## src/rtl/arrow_judge_if.sv

```systemverilog
// Signal bundle between the arrow judge and its surroundings.
// The generator, buttons, display and score path all attach here; the slave side is the judge itself.
interface arrow_judge_if;
    logic       tick;
    logic [1:0] state;
    logic [4:0] arrow_in;
    logic [3:0] btn;
    logic       arrow_take;
    logic [1:0] target_dir;
    logic       target_valid;
    logic [7:0] time_left;
    logic       hit;
    logic       miss;
    logic [6:0] score;
    logic [1:0] lives;
    logic       game_over;

    modport slave (
        input  tick, state, arrow_in, btn,
        output arrow_take, target_dir, target_valid, time_left,
               hit, miss, score, lives, game_over
    );

    modport master (
        output tick, state, arrow_in, btn,
        input  arrow_take, target_dir, target_valid, time_left,
               hit, miss, score, lives, game_over
    );
endinterface

```

## src/rtl/arrow_judge.sv

```systemverilog
// Arrow judge: latches an arrow, times the player's response window and scores hit/miss.
// Keeps score, lives and a window that shrinks every SPEEDUP_HITS hits.
module arrow_judge #(
    parameter logic [1:0] PLAY_STATE   = 2'd1,
    parameter logic [1:0] RESET_STATE  = 2'd2,
    parameter int         LIVES        = 3,
    parameter int         WINDOW_INIT  = 200,
    parameter int         WINDOW_STEP  = 20,
    parameter int         WINDOW_MIN   = 40,
    parameter int         SPEEDUP_HITS = 5,
    parameter int         SCORE_MAX    = 99
) (
    input  logic          clk,
    input  logic          rst_n,
    arrow_judge_if.slave  bus
);

    typedef enum logic [2:0] {IDLE, LOAD, WAIT_REL, ARMED, JUDGE, GAMEOVER} fsm_t;

    localparam logic [1:0] LIVES_INIT = 2'(LIVES);
    localparam logic [7:0] WIN_INIT   = 8'(WINDOW_INIT);
    localparam logic [7:0] WIN_MIN    = 8'(WINDOW_MIN);
    localparam logic [6:0] SCORE_TOP  = 7'(SCORE_MAX);
    localparam logic [7:0] HITS_LAST  = 8'(SPEEDUP_HITS - 1);

    fsm_t       fsm;
    logic [3:0] btn_q;
    logic [7:0] window;
    logic [7:0] hit_cnt;
    logic [3:0] press;
    logic [3:0] target_oh;
    logic       good_press;
    logic       playing;
    logic [7:0] window_next;
    logic       unused_arrow;

    assign press      = bus.btn & ~btn_q;
    assign target_oh  = 4'b0001 << bus.target_dir;
    // The whole button word must equal the target too, so mashing extra buttons is a miss.
    assign good_press = (press == target_oh) && (bus.btn == target_oh);
    assign playing    = (bus.state == PLAY_STATE);
    assign unused_arrow = ^bus.arrow_in[4:2];

    // Signed int arithmetic keeps the shrink from wrapping below the floor.
    assign window_next = (int'(window) - WINDOW_STEP >= WINDOW_MIN)
                       ? 8'(int'(window) - WINDOW_STEP) : WIN_MIN;

    // NOTE: btn_q sits in its own block because only rst_n clears it; a game reset must
    // keep sampling the buttons so a held button is not seen as a fresh press afterwards.
    always_ff @(posedge clk) begin
        if (!rst_n) btn_q <= '0;
        else        btn_q <= bus.btn;
    end

    always_ff @(posedge clk) begin
        if (!rst_n || bus.state == RESET_STATE) begin
            fsm              <= IDLE;
            window           <= WIN_INIT;
            hit_cnt          <= '0;
            bus.score        <= '0;
            bus.lives        <= LIVES_INIT;
            bus.time_left    <= '0;
            bus.target_dir   <= '0;
            bus.arrow_take   <= 1'b0;
            bus.target_valid <= 1'b0;
            bus.hit          <= 1'b0;
            bus.miss         <= 1'b0;
            bus.game_over    <= 1'b0;
        end else begin
            // NOTE: pulses default low and are set on the transition into the state that
            // owns them, so each is a registered one-cycle strobe aligned with that state.
            bus.arrow_take <= 1'b0;
            bus.hit        <= 1'b0;
            bus.miss       <= 1'b0;
            unique case (fsm)
                IDLE: begin
                    if (playing) begin
                        fsm            <= LOAD;
                        bus.arrow_take <= 1'b1;
                    end
                end
                LOAD: begin
                    bus.target_dir <= bus.arrow_in[1:0];
                    bus.time_left  <= window;
                    fsm            <= WAIT_REL;
                end
                WAIT_REL: begin
                    if (!playing) begin
                        fsm <= IDLE;
                    end else if (bus.btn == 4'b0000) begin
                        fsm              <= ARMED;
                        bus.target_valid <= 1'b1;
                    end
                end
                ARMED: begin
                    if (!playing) begin
                        fsm              <= IDLE;
                        bus.target_valid <= 1'b0;
                    end else if (press != 4'b0000) begin
                        fsm              <= JUDGE;
                        bus.target_valid <= 1'b0;
                        bus.hit          <= good_press;
                        bus.miss         <= !good_press;
                    end else if (bus.tick) begin
                        if (bus.time_left == 8'd1) begin
                            bus.time_left    <= 8'd0;
                            bus.miss         <= 1'b1;
                            bus.target_valid <= 1'b0;
                            fsm              <= JUDGE;
                        end else begin
                            bus.time_left <= bus.time_left - 8'd1;
                        end
                    end
                end
                JUDGE: begin
                    if (bus.hit) begin
                        bus.score <= (bus.score >= SCORE_TOP) ? SCORE_TOP : bus.score + 7'd1;
                        if (hit_cnt >= HITS_LAST) begin
                            hit_cnt <= '0;
                            window  <= window_next;
                        end else begin
                            hit_cnt <= hit_cnt + 8'd1;
                        end
                    end
                    if (bus.miss && bus.lives == 2'd1) begin
                        bus.lives     <= 2'd0;
                        bus.game_over <= 1'b1;
                        fsm           <= GAMEOVER;
                    end else begin
                        if (bus.miss) bus.lives <= bus.lives - 2'd1;
                        if (playing) begin
                            fsm            <= LOAD;
                            bus.arrow_take <= 1'b1;
                        end else begin
                            fsm <= IDLE;
                        end
                    end
                end
                GAMEOVER: begin
                end
                default: fsm <= IDLE;
            endcase
        end
    end

endmodule

```

## src/flat_wrapper.sv

```systemverilog
// flat-port wrapper written by rule: the top's interface ports become plain ports
module arrow_judge_flat 
#(
    parameter logic [1:0] PLAY_STATE   = 2'd1,
    parameter logic [1:0] RESET_STATE  = 2'd2,
    parameter int         LIVES        = 3,
    parameter int         WINDOW_INIT  = 200,
    parameter int         WINDOW_STEP  = 20,
    parameter int         WINDOW_MIN   = 40,
    parameter int         SPEEDUP_HITS = 5,
    parameter int         SCORE_MAX    = 99
)
  (clk, rst_n, bus_tick, bus_state, bus_arrow_in, bus_btn, bus_arrow_take, bus_target_dir, bus_target_valid, bus_time_left, bus_hit, bus_miss, bus_score, bus_lives, bus_game_over);
  arrow_judge_if bus_i ();
  input  logic clk;
  input  logic rst_n;
  input wire logic [$bits(bus_i.tick)-1:0] bus_tick;
  input wire logic [$bits(bus_i.state)-1:0] bus_state;
  input wire logic [$bits(bus_i.arrow_in)-1:0] bus_arrow_in;
  input wire logic [$bits(bus_i.btn)-1:0] bus_btn;
  output wire logic [$bits(bus_i.arrow_take)-1:0] bus_arrow_take;
  output wire logic [$bits(bus_i.target_dir)-1:0] bus_target_dir;
  output wire logic [$bits(bus_i.target_valid)-1:0] bus_target_valid;
  output wire logic [$bits(bus_i.time_left)-1:0] bus_time_left;
  output wire logic [$bits(bus_i.hit)-1:0] bus_hit;
  output wire logic [$bits(bus_i.miss)-1:0] bus_miss;
  output wire logic [$bits(bus_i.score)-1:0] bus_score;
  output wire logic [$bits(bus_i.lives)-1:0] bus_lives;
  output wire logic [$bits(bus_i.game_over)-1:0] bus_game_over;
  assign bus_i.tick = bus_tick;
  assign bus_i.state = bus_state;
  assign bus_i.arrow_in = bus_arrow_in;
  assign bus_i.btn = bus_btn;
  assign bus_arrow_take = bus_i.arrow_take;
  assign bus_target_dir = bus_i.target_dir;
  assign bus_target_valid = bus_i.target_valid;
  assign bus_time_left = bus_i.time_left;
  assign bus_hit = bus_i.hit;
  assign bus_miss = bus_i.miss;
  assign bus_score = bus_i.score;
  assign bus_lives = bus_i.lives;
  assign bus_game_over = bus_i.game_over;
  arrow_judge #(.PLAY_STATE(PLAY_STATE), .RESET_STATE(RESET_STATE), .LIVES(LIVES), .WINDOW_INIT(WINDOW_INIT), .WINDOW_STEP(WINDOW_STEP), .WINDOW_MIN(WINDOW_MIN), .SPEEDUP_HITS(SPEEDUP_HITS), .SCORE_MAX(SCORE_MAX)) u_core (.clk(clk), .rst_n(rst_n), .bus(bus_i));
endmodule
```

## config.mk

```make
export PLATFORM = sky130hd
export DESIGN_NAME = arrow_judge_flat
export DESIGN_NICKNAME = d
export VERILOG_FILES = /design/src/rtl/arrow_judge_if.sv /design/src/rtl/arrow_judge.sv /design/src/flat_wrapper.sv
export SDC_FILE = /design/constraint.sdc
export NUM_CORES = 1
export LEC_CHECK = 0
export ABC_AREA = 1
export BUFFER_PORTS_ARGS = -buffer_cell sky130_fd_sc_hd__buf_2
export CAP_MARGIN = 25
export CORE_ASPECT_RATIO = 1.4
export CORE_MARGIN = 2
export CORE_UTILIZATION = 45
export DETAILED_ROUTE_END_ITERATION = 6
export PLACE_DENSITY = 0.72
export SETUP_SLACK_MARGIN = 0.4
export SYNTH_ARGS = -nofsm -noshare
export SYNTH_HDL_FRONTEND = slang
export SYNTH_SLANG_ARGS = --single-unit
```

## constraint.sdc

```tcl
create_clock -name clk -period 1.9 [get_ports clk]
set_input_delay 0.475 -clock clk [delete_from_list [all_inputs] [get_ports clk]]
set_output_delay 0.475 -clock clk [all_outputs]
set_load 0.01 [all_outputs]
```

# After elaboration in Yosys (flattened, before gate mapping)
# Index checks and enable logic that the tools add are counted.
[word_totals]
out_inout_bits = 24
wordCells = 101
input_bits = 14
reg_bits = 47
[op_classes]
add_sub_neg = 5
reduce_logical = 20
eq_ne = 20
magnitude_cmp = 3
bitwise = 6
mux = 33
shift = 1
[op_table]
columns = ["operator", "count"]
rows = [
  ["$mux W8", 6],
  ["$ge A32 B7 Y1 const B", 1],
  ["$mux W3", 8],
  ["$pmux W3 S6", 1],
  ["$pmux W8 S2", 1],
  ["$mux W1", 12],
  ["$reduce_and A5 Y1", 2],
  ["$sub A8 B5 Y9 const B", 1],
  ["$add A8 B1 Y8 const B", 1],
  ["$eq A4 B4 Y1", 2],
  ["$eq A8 B1 Y1 const B", 1],
  ["$ge A8 B3 Y1 const B", 1],
  ["$ne A2 B1 Y1 const B", 4],
  ["$ne A4 B4 Y1 const B", 2],
  ["$sub A8 B1 Y8 const B", 1],
  ["$add A7 B1 Y7 const B", 1],
  ["$ge A7 B7 Y1 const B", 1],
  ["$mux W7", 1],
  ["$eq A3 B2 Y1 const B", 2],
  ["$eq A3 B3 Y1 const B", 2],
  ["$reduce_and A2 Y1", 3],
  ["$reduce_bool A2 Y1", 3],
  ["$and A4 B4 Y4", 1],
  ["$eq A2 B1 Y1 const B", 2],
  ["other kinds (20)", 28],
]

# Longest topological paths before layout
# Gate-level depths: netlist of run 1.
[depth]
word_depth = 6
ltp_mapped = 11
ltp_nobuf = 11

# Worst setup path before layout of run 1
# No wires, ideal clock.
[synth_path]
path_kind = "input port to flip-flop"
from = "in bus_btn[0]"
to = "reg u_core.bus.time_left[1]"
required_time_ps = 1782
slack_ps = 499
arrival_ps = 1283
path_stages = 9
path_cell_list = "nand2_1 > nand2_1 > inv_1 > nand2_1 > nand2_1 > nand3_2 > buf_6 > o21ai_0 > nor2_1"
[synth_via]
elab_chain_len = 4
[synth_lines]
columns = ["element", "line", "text"]
rows = [
  ["start, declared", "flat_wrapper.sv:20", "input wire logic [$bits(bus_i.btn)-1:0] bus_btn;"],
  ["$and A4 B4 Y4", "arrow_judge.sv:37", "assign press = bus.btn & ~btn_q;"],
  ["$reduce_bool A4 Y1", "arrow_judge.sv:99", "end else if (press != 4'b0000) begin"],
  ["$ne A2 B2 Y1 (no source line)", "-", ""],
  ["$reduce_and A4 Y1 (no source line)", "-", ""],
  ["end signal, assigned", "arrow_judge.sv:84", "bus.time_left <= window;"],
  ["end signal, assigned", "arrow_judge.sv:111", "bus.time_left <= bus.time_left - 8'd1;"],
  ["end, declared", "arrow_judge_if.sv:20", "output arrow_take, target_dir, target_valid, time_left,"],
]
# Every way passes these cells.
# A chain may end at the register's enable or synchronous reset.

# Worst setup path in the final report of run 1
[layout_path]
from = "reg u_core.bus.time_left[1]"
to = "reg u_core.bus.time_left[6]"
[layout_via]
elab_chain_len = 6
elab_cells_between_ends = 7
classes_between = "add/sub (1); eq/ne (1); mux (5)"
[layout_lines]
columns = ["element", "line", "text"]
rows = [
  ["$sub A8 B1 Y8 / $eq A8 B1 Y1 (equally long branches)", "arrow_judge.sv:111, arrow_judge.sv:105", ""],
  ["$mux W8 (*)", "arrow_judge.sv:105", "if (bus.time_left == 8'd1) begin"],
  ["$mux W8 (*)", "arrow_judge.sv:104", "end else if (bus.tick) begin"],
  ["$mux W8 (*)", "arrow_judge.sv:99", ""],
  ["$mux W8 (*)", "arrow_judge.sv:96", "if (!playing) begin"],
  ["$pmux W8 S2 (*)", "arrow_judge.sv:75", "unique case (fsm)"],
]
# Mark *: on every way between the ends. The rest lies on a longest branch, timed or not. The select of a mux whose other input is x is not followed.

==> results of run 1 <==
[worst reg2reg max path: cells and delay by family (launching register included)]
kind,cells,cell delay (ps)
fa+ha+maj,1,190
buf+inv,2,240
flops,1,330
simple gates,7,580
[routing by layer]
layer,up-vias,part of all wire (%)
met1,1095,40
met5,-,0
met3,10,4.6
met2,58,54
met4,0,1.5
li1,1267,-
[synthesized netlist by cell type, types with 3 or more instances]
cell	n
a21oi_1	19
buf_6	5
dfxtp_1	45
ha_1	8
inv_1	61
nand2_1	91
nand2_2	3
nand3_1	30
nand4_1	4
nor2_1	51
nor2_4	3
nor3_1	12
o21ai_0	12
o21ai_1	4
xor2_1	5
[metrics by stage]
| stage | hold slack, ps | setup slack, ps | instances | instance area, um^2 | util, % |
|---|---|---|---|---|---|
| 6_report | 399 | 457 | 493 | 2990 | 54.5 |
| 5_1_grt | 404 | 382 | 493 | 2990 | 54.5 |
| 4_1_cts | 388 | 412 | 486 | 2870 | 52.3 |
| 3_5_place_dp | 429 | 181 | 477 | 2760 | 50.3 |
| 3_3_place_gp | 427 | 183 | 477 | 2760 | 50.3 |
| 2_1_floorplan | 417 | 499 | 377 | 2530 | - |
[registers in the layout, indices dropped and copies added, names as in the netlist, 2 cells and up]
register / count
u_core.window: 6
u_core.fsm: 3
u_core.bus.lives: 2
u_core.btn_q: 4
u_core.bus.target_dir: 2
u_core.bus.score: 7
u_core.hit_cnt: 8
u_core.bus.time_left: 8
[worst paths after layout]
| kind | from | end | slack [ps] | cells after the start |
|---|---|---|---|---|
| worst max-delay path | u_core.bus.time_left[1] | u_core.bus.time_left[6] | 460 | 10 |
| worst min-delay path | bus_btn[2] | u_core.btn_q[2] | 400 | 3 |
| worst max register to register | u_core.bus.time_left[1] | u_core.bus.time_left[6] | 460 | 10 |
| worst min register to register | u_core.hit_cnt[7] | u_core.hit_cnt[7] | 440 | 2 |
[power by group]
group	internal, mW	switching [mW]	leakage, nW	total, mW
registers	1.00	0.0625	0.368	1.06
clock network	0.254	0.333	0.0439	0.587
logic	0.216	0.379	1.08	0.594
total	1.47	0.774	1.50	2.24
[cells by family after synthesis]
group / share of synthesized area [%]
flip-flops: 35.5
XOR/XNOR: 1.73
adder cells (fa/ha/maj): 3.95
multiplexers: 0.395
AO/OA/AOI/OAI: 10.5
AND/OR/NAND/NOR: 35.8
buffers and inverters: 12.1
[what timing repair did]
action | in CTS | in global routing
buffers inserted | 1 | 7
gates resized for setup | 6 | 24
pin swaps | 2 | 8
setup endpoints to repair | 19 | 22
hold buffers | 0 | 0
[cell type report]
| type | count | share of cell area, % |
|---|---|---|
| Sequential cell | 45 | 30.6 |
| Clock buffer | 5 | 2.30 |
| Multi-Input combinational cell | 261 | 46.6 |
| Clock inverter | 3 | 0.586 |
| Tap cell | 68 | 2.85 |
| Inverter | 65 | 8.37 |
| Timing Repair Buffer | 46 | 8.71 |
[cells in the final DEF (no fill, tap or decap), types with 2 or more instances in the layout]
cell        count
a21oi_1        18
a21oi_2         2
a31oi_1         2
buf_2          34
buf_4          12
clkbuf_8        5
clkinv_2        2
clkinvlp_4      2
dfxtp_1        38
dfxtp_2         5
dfxtp_4         2
ha_1            7
inv_1          59
inv_2           3
nand2_1        89
nand2_2         3
nand2_4         3
nand3_1        28
nand3_2         2
nand4_1         4
nor2_1         47
nor2_2          5
nor2_4          4
nor2_8          2
nor3_1         11
o21ai_0        10
o21ai_1         6
xor2_1          4
==> run_results.csv, run 1 <==
group,metric,value,unit
outcome,status,"finished clean",
clock_tree,cts_tree,"done",
synthesis,yosysWarnings,0,
critical_path,cp_slowest_cell,"dfxtp_2",
grt,grt_pass1_wl,9200,um
synthesis,ys.flop_type,"dfxtp_1",
synthesis,synth_top_cell_area_share,35.5,%
cells_and_area,syn_to_final_growth,17.9,%
synthesis,synth.top_cells.by_area,"dfxtp_1 (36%), nand2_1 (13%), inv_1 (9.0%), nor2_1 (7.6%), nand3_1 (5.9%)",
power_and_ir_drop,vdd_drop_max,0.458,mV
grt,busiest_layer,"met2",
critical_path,crit_fanout,7,
floorplan,start_util,46.2,%
grt,overflow,0,
sta,post-route-period-util,76.0,%
floorplan,coreArea,0.00549,mm^2
routing,via_count,2430,
grt,met1_usage,20.2,%
synthesis,synth_area,0.00253,mm^2
sta,fin_crit,1440,ps
placed_design,dpl.hpwl,4060,um
synthesis,yosysTopAreaCell,"dfxtp_1",
floorplan,placementRows,32,
cells_and_area,n_fill_cell,522,
clock_tree,clock_latency,300,ps
routing,drtIter0Drc,159,
synthesis,synth_edf_count,0,
grt,grt_usage,18.9,%
grt,antenna_found_initial,0,
clock_tree,clockBufferDepth,2,
sta,finalSetupTns,0,ps
clock_tree,ctsRootBufferMaster,"clkbuf_8",
synthesis,synth-seq-area-share,35.5,%
routing,drc_errors,0,
critical_path,crit_required,2110,ps
sta,rsz0062_at_grt,"yes",
sta,timing.fmax,693,MHz
placed_design,portBuffers,34,
critical_path,end_kind,"register",
grt,grt_max_degree,20,
cells_and_area,diodes,0,
synthesis,synthDistinctLibCells,35,
routing,wire_per_inst,11.4,um
cells_and_area,multi_input_area,0.00139,mm^2
synthesis,syn_avg_cell_area,6.72,um^2
critical_path,arrival,1650,ps
critical_path,start_kind,"register",
routing,viasPerCell,4.93,
placed_design,place_congestion,0.824,
floorplan,die-area,0.00626,mm^2
synthesis,synth_cells,377,
routing,totalWireLength,5630,um
routing,ant_nets,0,
grt,grt_util_met3,4.50,%
sta,final_hold_viol_count,0,
critical_path,crit_chain,"inv_1 > ha_1 > nand3_2 > nor2_2 > nor2_4 > buf_4 > nand2_1 > nand2_1 > nor2_1 > nor2_1",
clock_tree,htree_levels,2,
cells_and_area,regArea,915,um^2
critical_path,cp_top_family,"simple AND/OR/NAND/NOR gates",
clock_tree,cts.sinks,45,
power_and_ir_drop,total_power,2.24,mW
floorplan,die_h,92.8,um
power_and_ir_drop,leakagePower,1.50,nW
routing,first_pass_iters,4,
sta,finalSetupViolCount,0,
synthesis,async_reset_ff_share,0,%
synthesis,synthesis.nets,399,
critical_path,path_buf_inv,2,
flow_run,max-cap-violations,0,
synthesis,ys_ff_latch,45,
clock_tree,clk_pin_slew,90,ps
sta,slew_headroom,71.4,%
clock_tree,cts_buffers,5,
sta,worstMarginPinSlew,418,ps
critical_path,max_stage_delay,330,ps
power_and_ir_drop,p_per_area,751,mW/mm^2
sta,drv_slew,0,
floorplan,ioPinCount,38,
cells_and_area,layout-drive-gt1-share,22.1,%
floorplan,dieWidth,67.4,um
grt,grt_util_met2,34.8,%
sta,clock_skew,11.0,ps
critical_path,path_class,"reg -> reg",
grt,grt_pass1_vias,2235,
hold_path,holdCritPathClass,"in -> reg",
cells_and_area,nets,446,
Power figures use the tool's default switching activity.
==> run 2, diff against run 1 <==
ABC_AREA = 0   (was 1)
PLACE_DENSITY = 0.75   (was 0.72)
clock period = 1.27 ns   (was 1.9 ns; I/O delays follow)
==> run 2 against run 1 <==
The flow now finishes with violations (negative setup slack). Design area increased by 40%. Non-clock buffer count increased by 87. Routed wire length increased by 92%. Largest cell class unchanged. Power increased by 34%. Clock skew increased by 3.9 ps. Critical endpoint is now u_core.fsm[1]. Critical path depth decreased by 4. Via count increased by 27%. Worst hold slack got worse by 160 ps. First-iteration DRC count increased by 97%. Combinational power decreased by 14%.
==> run_results.csv, run 2 <==
group,metric,value,unit
synthesis,syn_avg_cell_area,8.04,um^2
sta,fin_crit,2020,ps
grt,overflow,0,
grt,grt_usage,30.2,%
synthesis,synth_commonest_cells,"dfxtp_1 (45), nor2_1 (34), nand2_1 (31)",
critical_path,crit_fanout,3,
cells_and_area,final_area,0.00420,mm^2
synthesis,synthDistinctLibCells,53,
cells_and_area,layout_common_cells,"buf_4 (66), buf_6 (56), nor2_1 (24)",
cells_and_area,diodes,0,
sta,rsz0062_at_grt,"yes",
grt,grt_pass1_vias,2805,
critical_path,crit_required,1460,ps
sta,final_hold_viol_count,0,
sta,clock_skew,14.9,ps
floorplan,dieWidth,64.8,um
placed_design,post_dp_cell_area,0.00317,mm^2
sta,slew_headroom,71.6,%
critical_path,arrival,2210,ps
synthesis,async_reset_ff_share,0,%
critical_path,start_kind,"register",
cells_and_area,syn_to_final_growth,80.1,%
synthesis,ys.flop_type,"dfxtp_1",
routing,first_pass_iters,5,
floorplan,die_h,89.2,um
routing,totalWireLength,10800,um
power_and_ir_drop,vdd_drop_max,0.536,mV
grt,antenna_found_initial,1,
critical_path,r2r_start,"u_core.btn_q[0]",
floorplan,ioPinCount,38,
synthesis,synth_area,0.00233,mm^2
sta,layout_setup_ws,-751,ps
cells_and_area,layout-drive-gt1-share,60.6,%
routing,via_count,3090,
synthesis,synth_top_cell_area_share,38.6,%
sta,worstMarginPinSlew,425,ps
synthesis,synth_cells,290,
critical_path,rrSetupSlack,-750,ps
synthesis,synth-seq-area-share,38.6,%
floorplan,coreArea,0.00508,mm^2
routing,drc_errors,0,
grt,met1_usage,30.9,%
routing,viasPerCell,6.34,
power_and_ir_drop,leakagePower,1.67,nW
routing,wire_per_inst,22.2,um
floorplan,start_util,45.9,%
synthesis,yosysWarnings,0,
synthesis,yosysMostFrequentCell,"dfxtp_1",
synthesis,synthMuxAreaShare,1.29,%
grt,grt_pass1_wl,13300,um
critical_path,reg2reg_depth,6,
synthesis,synth-compound-area-share,20.6,%
synthesis,synthesis.nets,312,
sta,drv_slew,0,
hold_path,holdCritPathClass,"in -> reg",
critical_path,path_class,"reg -> reg",
placed_design,place_ws,-662,ps
critical_path,end_kind,"register",
synthesis,synth.top_cells.by_area,"dfxtp_1 (39%), nor2_1 (5.5%), nand2_1 (5.0%), a21oi_1 (4.3%), ha_1 (4.3%)",
clock_tree,clockBufferDepth,2,
grt,grt_util_met2,58.1,%
synthesis,synth_edf_count,0,
sta,timing.fmax,495,MHz
cells_and_area,layout_commonest_cell,"buf_4",
cells_and_area,final_util,82.6,%
cells_and_area,nets,442,
synthesis,synth_top_family_by_area,"simple AND/OR/NAND/NOR gates",
cells_and_area,largestRegisters,"u_core.bus.time_left (8), u_core.hit_cnt (8), u_core.bus.score (7)",
routing,ant_nets,0,
outcome,status,"complete, but fails checks",
synthesis,synth_adder_area_share,4.29,%
synthesis,yosysTopAreaCell,"dfxtp_1",
placed_design,place_congestion,0.874,
clock_tree,cts.sinks,45,
power_and_ir_drop,p_per_area,718,mW/mm^2
synthesis,synth-xor-area-share,1.50,%
outcome,violations,"negative setup slack",
grt,grt_util_met3,5.42,%
routing,drtIter0Drc,313,
placed_design,portBuffers,34,
clock_tree,cts_tree,"done",
power_and_ir_drop,total_power,3.01,mW
clock_tree,clock_latency,310,ps
placed_design,dpl.hpwl,4560,um
clock_tree,clk_pin_slew,100,ps
synthesis,ys_ff_latch,45,
clock_tree,ctsRootBufferMaster,"clkbuf_8",
clock_tree,htree_levels,2,
sta,post-route-period-util,159,%
hold_path,holdPathStages,3,
grt,busiest_layer,"met2",
flow_run,max-cap-violations,0,
clock_tree,cts_buffers,5,
floorplan,placementRows,31,
synthesis,yosys.area_share.simple,30.2,%
floorplan,die-area,0.00578,mm^2
critical_path,r2r-end,"u_core.fsm[1]",
sta,finalSetupViolCount,38,
hold_path,min_to,"u_core.bus.target_dir[1]",
clock_tree,postCtsHoldBufs,0,
grt,grt_max_degree,16,
hold_path,hp-start,"bus_arrow_in[1]",
## run 2: worst max-delay path by stage
stage,start,end,slack (ps),cells past startpoint
6_report,u_core.btn_q[0],u_core.fsm[1],-750,6
5_1_grt,u_core.btn_q[0],u_core.fsm[1],-810,6
4_1_cts,u_core.btn_q[3],u_core.bus.time_left[0],-490,5
3_5_place_dp,bus_btn[3],u_core.bus.time_left[0],-660,6
3_3_place_gp,bus_btn[3],u_core.bus.time_left[0],-640,6
2_1_floorplan,bus_btn[3],u_core.bus.time_left[0],-470,5
## run 2: what timing repair did
| item | 4_1_cts | 5_1_grt |
|---|---|---|
| setup buffers | 24 | 8 |
| gates resized for setup | 108 | 60 |
| pin swaps | 23 | 29 |
| endpoints found under the setup margin | 65 | 65 |
| cloned | 1 | 0 |
## run 2: power breakdown
part           switching, mW  leakage, nW  total [mW]  internal [mW]
Sequential            0.0297        0.381        1.44           1.41
Combinational          0.265         1.24       0.511          0.246
Clock                  0.542       0.0540        1.06          0.517
Total                  0.837         1.67        3.01           2.18
## run 2: cells by family after synthesis
group                    after synthesis
multiplexers                           3
flip-flops                            45
adder cells (fa/ha/maj)                8
buffers and inverters                 21
AO/OA/AOI/OAI                         72
AND/OR/NAND/NOR                      137
XOR/XNOR                               4
## run 2: final cells by class
cell class	count	area, um^2
repair buffers	133	1190
flip-flops and latches	45	972
clock buffers	7	97.6
multi-input cells	225	1810
well taps	66	82.6
fillers	238	883
clock inverters	1	8.76
inverters	10	40.0
## run 2: routing by layer
metal / wire [um] / share of wire [%]
met3: 784 / 7.2
met4: 741 / 6.8
met2: 5520 / 51
met1: 3780 / 35
met5: 0 / 0
## run 2: critical path: stages (launching register included)
cell,delay (ps)
dfxtp_1,370
nor2b_1,100
or4_4,590
buf_6,150
a21oi_4,180
o21ai_4,100
a2111oi_4,410
## run 2: metrics by stage
step	hold slack (ps)	TNS (ps)	instances
final	243	-13990	487
after global routing	227	-15500	487
after CTS	233	-9680	479
after detailed placement	468	-11280	446
after global placement	451	-10560	446
after floorplan	436	-6760	290
